`config.mk`:
```
export PLATFORM = sky130hd
export DESIGN_NAME = fp_div
export DESIGN_NICKNAME = d
export VERILOG_FILES = /design/src/rtl/fp_div.sv
export SDC_FILE = /design/constraint.sdc
export NUM_CORES = 1
export LEC_CHECK = 0
export ABC_AREA = 1
export BUFFER_PORTS_ARGS = -buffer_cell sky130_fd_sc_hd__buf_4
export CAP_MARGIN = 20
export CORE_MARGIN = 10
export CORE_UTILIZATION = 40
export CTS_CLUSTER_SIZE = 10
export DETAILED_ROUTE_END_ITERATION = 8
export PLACE_DENSITY = 0.58
export SYNTH_ARGS = -nofsm -noshare
export SYNTH_HDL_FRONTEND = slang
export SYNTH_SLANG_ARGS = --single-unit
```
`constraint.sdc`:
```
create_clock -name clk -period 5.9 [get_ports clk]
set_input_delay 0.885 -clock clk [delete_from_list [all_inputs] [get_ports clk]]
set_output_delay 0.885 -clock clk [all_outputs]
set_load 0.05 [all_outputs]
```
`src/rtl/fp_div.sv`:
```
// fp_div: free-running 28-cycle binary32 divider (LOAD, 26x ITER, ROUND); define FP_DIV_FTZ_EN to flush subnormals to zero
module fp_div (
    input  logic        clk,
    input  logic        reset,
    input  logic        round_mode,
    input  logic [1:0]  op,
    input  logic [31:0] dividend,
    input  logic [31:0] divisor,
    output logic [31:0] quotient
);
    typedef enum logic [1:0] {LOAD, ITER, ROUND} state_t;
    state_t state;
    logic [4:0] cnt;
    logic [25:0] rem, q, diff;
    logic [31:0] a_r, b_r, res;
    logic [1:0] op_r;
    logic rm_r;
    logic signed [9:0] ea, eb, e;
    logic [23:0] mb;
    logic [33:0] ul, ur;
    logic [2:0] ca, cb;
    logic sign, st, inc, ovf, uf;
    logic [24:0] ext;
    logic [32:0] base, sum;
`ifndef FP_DIV_FTZ_EN
    logic [7:0] sh;
`endif

    // {signed exponent, normalised 1.f mantissa}; subnormals are left-aligned by leading-zero count
    function automatic logic [33:0] unpack(input logic [31:0] x);
        logic [23:0] m;
        logic [4:0] s;
        m = {x[30:23] != 8'd0, x[22:0]};
        s = 5'd0;
`ifndef FP_DIV_FTZ_EN
        for (int i = 0; i < 24; i++) if (m[i]) s = 5'(23 - i);
`endif
        return {(x[30:23] == 8'd0) ? 10'd1 - {5'd0, s} : {2'd0, x[30:23]}, m << s};
    endfunction

    // {nan, inf, zero}
    function automatic logic [2:0] classify(input logic [31:0] x);
`ifdef FP_DIV_FTZ_EN
        return {&x[30:23] & |x[22:0], &x[30:23] & ~|x[22:0], ~|x[30:23]};
`else
        return {&x[30:23] & |x[22:0], &x[30:23] & ~|x[22:0], ~|x[30:0]};
`endif
    endfunction

    assign ul = unpack(dividend);
    assign ur = unpack(divisor);
    assign ca = classify(a_r);
    assign cb = classify(b_r);
    assign diff = rem - {2'd0, mb};

    // normalise, denormalise, round, pack and resolve special operands for the ROUND edge
    always_comb begin
        sign = a_r[31] ^ b_r[31];
        e = ea - eb + 10'sd127 - (q[25] ? 10'sd0 : 10'sd1);
        ext = q[25] ? q[25:1] : q[24:0];
        st = (q[25] & q[0]) | (|rem);
`ifndef FP_DIV_FTZ_EN
        sh = (e > 10'sd0) ? 8'd0 : (e < -10'sd24) ? 8'd26 : 8'(10'sd1 - e);
        st = st | (|(ext & ~(25'h1ffffff << sh)));
        ext = ext >> sh;
        uf = 1'b0;
`else
        uf = (e <= 10'sd0);
`endif
        inc = ~rm_r & ext[0] & (st | ext[1]);
        base = (e > 10'sd0) ? {e, ext[23:1]} : {9'd0, ext[24:1]};
        sum = base + {32'd0, inc};
        ovf = $signed(sum[32:23]) >= 10'sd255;
        res = (op_r != 2'b00 || ca[2] || cb[2] || (ca[0] && cb[0]) || (ca[1] && cb[1])) ? 32'h7fc00000 :
              (ca[1] || cb[0]) ? {sign, 8'hff, 23'd0} :
              (ca[0] || cb[1] || uf) ? {sign, 31'd0} :
              ovf ? (rm_r ? {sign, 31'h7f7fffff} : {sign, 8'hff, 23'd0}) :
              {sign, sum[30:0]};
    end

    // sequencer: capture operands, one restoring quotient bit per ITER edge, publish at ROUND
    always_ff @(posedge clk) begin
        if (reset) begin
            state <= LOAD;
            cnt <= 5'd0;
            rem <= 26'd0;
            q <= 26'd0;
            quotient <= 32'd0;
            a_r <= 32'd0;
            b_r <= 32'd0;
            op_r <= 2'd0;
            rm_r <= 1'b0;
            ea <= 10'sd0;
            eb <= 10'sd0;
            mb <= 24'd0;
        end else if (state == LOAD) begin
            a_r <= dividend;
            b_r <= divisor;
            op_r <= op;
            rm_r <= round_mode;
            ea <= ul[33:24];
            eb <= ur[33:24];
            mb <= ur[23:0];
            rem <= {2'd0, ul[23:0]};
            q <= 26'd0;
            cnt <= 5'd0;
            state <= ITER;
        end else if (state == ITER) begin
            rem <= (diff[25] ? rem : diff) << 1;
            q <= {q[24:0], ~diff[25]};
            cnt <= cnt + 5'd1;
            state <= (cnt == 5'd25) ? ROUND : ITER;
        end else begin
            quotient <= res;
            state <= LOAD;
        end
    end
endmodule

```
==> flow_summary.json, run 1 <==
{
  "outcome": "finished, final reports clean",
  "dieHeight_um": 216.3,
  "avgSynthCellArea_um2": 6.136,
  "yosys_most_used_dff": "dfxtp_1",
  "nets": 2675,
  "finalHoldViolations": 0,
  "fmax_mhz": 181.5,
  "drc": 0,
  "cts_root_buffer": "clkbuf_16",
  "vias": 16920,
  "drtIter0Drc": 1215,
  "die_x_um": 216.3,
  "die_area_um2": 46790,
  "critical_path.most_common_cell": "nand2_1",
  "diodes": 0,
  "totalWireLength_mm": 53.17,
  "arrival_ns": 5.84,
  "grt_pass1_wl_mm": 84.69,
  "tightest_slew_ns": 0.9873,
  "pin_count": 101,
  "dp_cells": 3031,
  "synth_cell_types": 55,
  "htreeDepth": 4,
  "route.antenna.remaining_nets": 0,
  "final.hold.worst_slack_ns": 0.4556,
  "post-route-period-util": 0.9340,
  "syn_area_um2": 15410,
  "synth-async-reset-ratio": 0,
  "grt_max_degree": 87,
  "gp_congestion": 0.9787,
  "clk_pin_slew_worst_paths_ns": 0.08,
  "final_util": 0.4601,
  "start_util": 0.4073,
  "relSlewSlack": 0.3418,
  "antenna_found_initial": 0,
  "drv_cap": 0,
  "fin_worst_skew_ns": 0.01934,
  "postCtsHoldBufs": 0,
  "cts_sinks": 200,
  "peakVddDrop_v": 0.0002443,
  "num_rows": 71,
  "end_kind": "register",
  "dp_hpwl_mm": 40.70,
  "p_leak_nw": 8.031,
  "grt_overflow": 0,
  "io_buffers": 100,
  "ys_ff_latch": 200,
  "timing.final.crit_period_ns": 5.511,
  "insertion_delay_ns": 0.47,
  "setup_viol": 0,
  "critPathKind": "register to register",
  "max_stage_delay_ns": 0.43,
  "drt-vias-per-instance": 5.504,
  "cts_tree": "done",
  "critPathRequiredTime_ns": 6.23,
  "layout-drive-gt1-share": 0.1089,
  "dr.pass1.iters": 7,
  "clockBufferDepth": 2,
  "cts_buffers": 17,
  "crit_fanout": 31,
  "track_usage": 0.2194,
  "dp_slack_ns": 0.05936,
  "syn_inst": 2512,
  "finalMaxSlewViolations": 0,
  "yosysWarnings": 0,
  "wl_per_cell_um": 17.30,
  "setup_slack_ns": 0.3892,
  "synth_edf_count": 0,
  "cp_slowest_cell": "fa_2",
  "hold_path_class": "register to register",
  "syn-num-nets": 2637,
  "start_kind": "register",
  "p_per_area_nw_per_um2": 272.6,
  "areaGrowthSynthToFinish_pct": 12.96,
  "layout.cells.non_filler": 3074,
  "first_global_vias": 15891,
  "coreArea_um2": 37840,
  "synth.yosys.seq_area_share": 0.2597
}
-- final timing paths --
check                                               from                   endpoint  slack (ns)  cells after the start
worst max-delay path                  ea[1]$_SDFFE_PP0P_  quotient[28]$_SDFFE_PP0P_        0.39                     35
worst min-delay path            quotient[0]$_SDFFE_PP0P_   quotient[0]$_SDFFE_PP0P_        0.46                      2
worst max register to register        ea[1]$_SDFFE_PP0P_  quotient[28]$_SDFFE_PP0P_        0.39                     35
worst min register to register  quotient[0]$_SDFFE_PP0P_   quotient[0]$_SDFFE_PP0P_        0.46                      2
-- layer usage --
layer,track usage,routed length [µm],vias up
met3,0.03287,3113,82
li1,-,-,8512
met1,0.2738,23100,7806
met5,0,0,-
met4,0.06059,1113,0
met2,0.3838,25840,520
-- what timing repair did --
action | in CTS | in global routing
setup endpoints to repair | 0 | 31
setup buffers | 0 | 8
resized for setup | 0 | 51
endpoints found under the hold margin | 0 | 0
-- synthesized netlist by cell type, drive strengths merged, types with 2 or more instances --
cell | instances | area [µm²]
a221oi | 7 | 61.31
or4 | 4 | 30.03
o211ai | 29 | 217.7
nor3 | 25 | 135.1
a21oi | 100 | 511.8
a211oi | 24 | 180.2
or2 | 18 | 112.6
fa | 3 | 60.06
o22ai | 34 | 212.7
clkinv | 3 | 11.26
o21a | 2 | 15.01
nand2 | 670 | 2557
nor2 | 192 | 780.8
nor4 | 22 | 137.6
xor2 | 29 | 254.0
xnor2 | 18 | 157.7
buf | 45 | 267.8
clkbuf | 82 | 307.8
o2111ai | 11 | 96.34
and2 | 2 | 12.51
o21bai | 5 | 37.54
inv | 284 | 1066
o31ai | 8 | 60.06
o21ai | 271 | 1364
o221ai | 5 | 43.79
a311oi | 2 | 17.52
o211a | 3 | 30.03
nand4 | 54 | 337.8
mux2i | 8 | 80.08
a31oi | 20 | 125.1
nand3b | 3 | 22.52
ha | 53 | 663.1
dfxtp | 200 | 4004
nand3 | 270 | 1394
-- kinds of logic after synthesis --
group	synth area share
AND/OR/NAND/NOR	0.3590
AO/OA/AOI/OAI	0.1952
multiplexers	0.005195
buffers and inverters	0.1072
flip-flops	0.2597
XOR/XNOR	0.02670
adder cells (fa/ha/maj)	0.04692
-- stage by stage --
| step | power (W) | cell area, µm² | TNS (ns) |
|---|---|---|---|
| 2_1_floorplan | 0.002953 | 15410 | 0 |
| 3_3_place_gp | 0.003443 | 16510 | 0 |
| 5_1_grt | 0.005083 | 17410 | -0.1039 |
| 6_report | 0.004747 | 17410 | 0 |
| 4_1_cts | 0.004677 | 17110 | 0 |
| 3_5_place_dp | 0.003447 | 16510 | 0 |
-- where the power goes --
group / internal (W) / switching (W) / leakage, nW / total [W]
Clock: 0.000619 / 0.000600 / 0.283 / 0.00122
Combinational: 0.000684 / 0.00136 / 6.10 / 0.00204
Sequential: 0.00143 / 0.0000573 / 1.64 / 0.00149
Total: 0.00273 / 0.00202 / 8.03 / 0.00475
-- layout by cell type, fill, tap and decap left out, drive strengths merged, types with 29 or more instances in the layout --
master	n
inv	289
ha	53
dfxtp	200
nand3	271
nor2	193
o211ai	29
a21oi	100
o21ai	271
buf	144
nand2	670
o22ai	34
nand4	54
xor2	29
-- worst max-delay path, delay by kind of cell, from the launching register on --
family / cells / cell delay, ns
adder cells (fa/ha/maj): 5 / 1.39
flip-flops: 1 / 0.31
XOR/XNOR: 1 / 0.16
buffers and inverters: 8 / 0.85
AND/OR/NAND/NOR: 20 / 2.59
AO/OA/AOI/OAI: 1 / 0.06
-- cell type report --
type                            count  area (µm²)
Timing Repair Buffer              144        1162
Clock buffer                       20       456.7
Sequential cell                   200        4004
Fill cell                        4142       20430
Clock inverter                     12       133.9
Tap cell                          511       639.4
Multi-Input combinational cell   1900        9935
Inverter                          287        1082
-- registers in the layout (all words and copies together) (netlist names), 9 cells and up --
name and count:
quotient 32, a_r 32, rem 26, mb 24, b_r 32, eb 9
ea 9, q 26
Power figures use the tool's default switching activity.
==> run 2, diff against run 1 <==
--- a/config.mk
+++ b/config.mk
@@ -5,7 +5,6 @@
 export SDC_FILE = /design/constraint.sdc
 export NUM_CORES = 1
 export LEC_CHECK = 0
-export ABC_AREA = 1
 export BUFFER_PORTS_ARGS = -buffer_cell sky130_fd_sc_hd__buf_4
 export CAP_MARGIN = 20
 export CORE_MARGIN = 10
==> flow_summary.json, run 2 <==
{
  "yosys_most_used_dff": "dfxtp_1",
  "post_dp_cell_area_um2": 18700,
  "syn-num-nets": 2167,
  "io_buffers": 100,
  "clockBufferDepth": 2,
  "dr.pass1.iters": 5,
  "finalHoldViolations": 0,
  "reg2reg_from": "ea[1]$_SDFFE_PP0P_",
  "coreArea_um2": 37840,
  "first_global_vias": 16470,
  "dieHeight_um": 216.5,
  "clk_pin_slew_worst_paths_ns": 0.08,
  "critPathKind": "register to register",
  "rsz0062_at_grt": "yes",
  "die_x_um": 216.5,
  "yosys-top-cells-count": "nand2_1 (320), a21oi_1 (201), dfxtp_1 (200)",
  "setup_slack_ns": -0.8514,
  "finalMaxSlewViolations": 0,
  "cts_buffers": 17,
  "drv_cap": 0,
  "start_kind": "register",
  "num_rows": 71,
  "gp_congestion": 0.9929,
  "ys_top_cells_by_area": "dfxtp_1 (26%), mux2i_1 (8.1%), nand2_1 (7.8%)",
  "dp_hpwl_mm": 45.35,
  "totalWireLength_mm": 59.01,
  "diodes": 0,
  "startpoint": "ea[1]$_SDFFE_PP0P_",
  "synth.yosys.seq_area_share": 0.2594,
  "die_area_um2": 46850,
  "synth_edf_count": 0,
  "critPathRequiredTime_ns": 6.26,
  "design_area_um2": 20130,
  "syn_area_um2": 15440,
  "yosysMostFrequentCell": "nand2_1",
  "arrival_ns": 7.11,
  "max_stage_delay_ns": 0.49,
  "synth_top_area_share": 0.2594,
  "layout_common_cells": "buf_4 (387), nand2_1 (317), dfxtp_1 (196)",
  "cts_tree": "done",
  "pin_count": 101,
  "htreeDepth": 4,
  "tightest_slew_ns": 1.067,
  "yosys.area.top_type": "dfxtp_1",
  "fmax_mhz": 148.1,
  "p_leak_nw": 8.600,
  "end_kind": "register",
  "synth_cell_types": 102,
  "grt_max_degree": 66,
  "critical_path.most_common_cell": "ha_4",
  "vias": 16795,
  "insertion_delay_ns": 0.47,
  "setup_viol": 31,
  "layout-drive-gt1-share": 0.2604,
  "syn_inst": 2042,
  "wl_per_cell_um": 20.51,
  "start_util": 0.4079,
  "track_usage": 0.2431,
  "fin_worst_skew_ns": 0.01107,
  "r2r-end": "quotient[12]$_SDFFE_PP0P_",
  "p_per_area_nw_per_um2": 281.1,
  "p_total_w": 0.005658,
  "avgSynthCellArea_um2": 7.560,
  "final_common_cell": "buf_4",
  "r2r_slack_ns": -0.85,
  "cts_sinks": 200,
  "drt-vias-per-instance": 5.838,
  "relSlewSlack": 0.2797,
  "nets": 2478,
  "crit_fanout": 13,
  "drtIter0Drc": 1163,
  "reg_top3": "a_r x32, b_r x32, quotient x32",
  "synth-async-reset-ratio": 0,
  "outcome": "complete, but fails checks",
  "grt_pass1_wl_mm": 91.80,
  "violations": "setup timing",
  "crit_path_end": "quotient[12]$_SDFFE_PP0P_",
  "hold_path_class": "register to register",
  "postCtsHoldBufs": 0,
  "cp_slowest_cell": "or4_4",
  "reg2reg_depth": 28,
  "ys_ff_latch": 200,
  "peakVddDrop_v": 0.0002593,
  "drc": 0,
  "yosysWarnings": 0,
  "areaGrowthSynthToFinish_pct": 30.39,
  "post-route-period-util": 1.144,
  "route.antenna.remaining_nets": 0,
  "antenna_found_initial": 0,
  "cts_root_buffer": "clkbuf_16",
  "timing.final.crit_period_ns": 6.751,
  "grt_overflow": 0
}
==> run 2: changes by cell type in the layout (fill, tap and decap cells not counted), sizes merged, moves of 26 or more <==
cell,before,now
nor3,25,59
buf,144,410
mux2i,8,125
nand2,670,320
nand4,54,22
nand3,271,33
inv,289,97
a22o,0,26
a21oi,100,202
nor2,193,154
o21ai,271,95
==> run 2: cell type report <==
type / count / area, µm²
fill: 3766 / 17720
multi-input combinational: 1631 / 11280
sequential: 200 / 4009
timing repair buffer: 411 / 3256
tap: 511 / 639.4
clock buffer: 18 / 439.2
inverter: 92 / 347.8
clock inverter: 14 / 152.6
==> run 2: power by group <==
group	switching, W	internal [W]	leakage, nW
Clock	0.000624	0.000578	0.289
Sequential	0.0000962	0.00145	1.64
Combinational	0.00159	0.00132	6.67
==> run 2: critical path: cells and delay by family, from the launching register on <==
family,cells,cell delay (ns)
compound gates,8,2.05
xor+xnor,1,0.09
fa+ha+maj,4,0.97
buf+inv,7,0.86
flops,1,0.34
simple gates,8,2.31
==> run 2: timing repair <==
action                                  CTS  global route
gates resized for setup                  58            52
endpoints found under the setup margin   31            31
pin swaps                                30            18
buffers inserted                         24            10
cloned                                    3             1
==> run 2: kinds of logic after synthesis <==
logic type,Yosys count,share of synthesized area
and+or+nand+nor,727,0.2188
AOI/OAI and AO/OA,640,0.2854
buffers and inverters,214,0.05544
DFF,200,0.2594
muxes,150,0.1015
adders and majority gates,56,0.04685
xor gates and xnor gates,55,0.03266
==> run 2: worst min-delay path by stage <==
stage | slack (ns) | end | cells after the start | start
5_1_grt | 0.47 | b_r[1]$_SDFFE_PP0P_ | 2 | b_r[1]$_SDFFE_PP0P_
4_1_cts | 0.46 | a_r[20]$_SDFFE_PP0P_ | 2 | a_r[20]$_SDFFE_PP0P_
3_5_place_dp | 0.45 | b_r[14]$_SDFFE_PP0P_ | 2 | b_r[14]$_SDFFE_PP0P_
6_report | 0.46 | a_r[22]$_SDFFE_PP0P_ | 2 | a_r[22]$_SDFFE_PP0P_
2_1_floorplan | 0.43 | eb[8]$_SDFFE_PP0P_ | 2 | eb[8]$_SDFFE_PP0P_
3_3_place_gp | 0.44 | b_r[14]$_SDFFE_PP0P_ | 2 | b_r[14]$_SDFFE_PP0P_
==> run 2: layer usage <==
metal  vias up  wire length (µm)  global-route usage
met4         0              1778             0.08716
li1       8187                 -                   -
met1      8063             25350              0.2991
met3        94              2753             0.03078
met5         -                 0                   0
met2       451             29130              0.4258
==> run 2: metrics by stage <==
stage	TNS (ns)	hold WS, ns	setup slack (ns)	util	std cells
after floorplan	-29.02	0.4262	-1.080	-	2042
after global placement	-24.07	0.4418	-0.9065	0.4941	2812
after detailed placement	-26.43	0.4467	-0.9720	0.4941	2812
after CTS	-18.12	0.4572	-0.6848	0.5229	2867
after global routing	-27.53	0.4744	-1.038	0.5319	2877
final	-21.55	0.4587	-0.8514	0.5319	2877
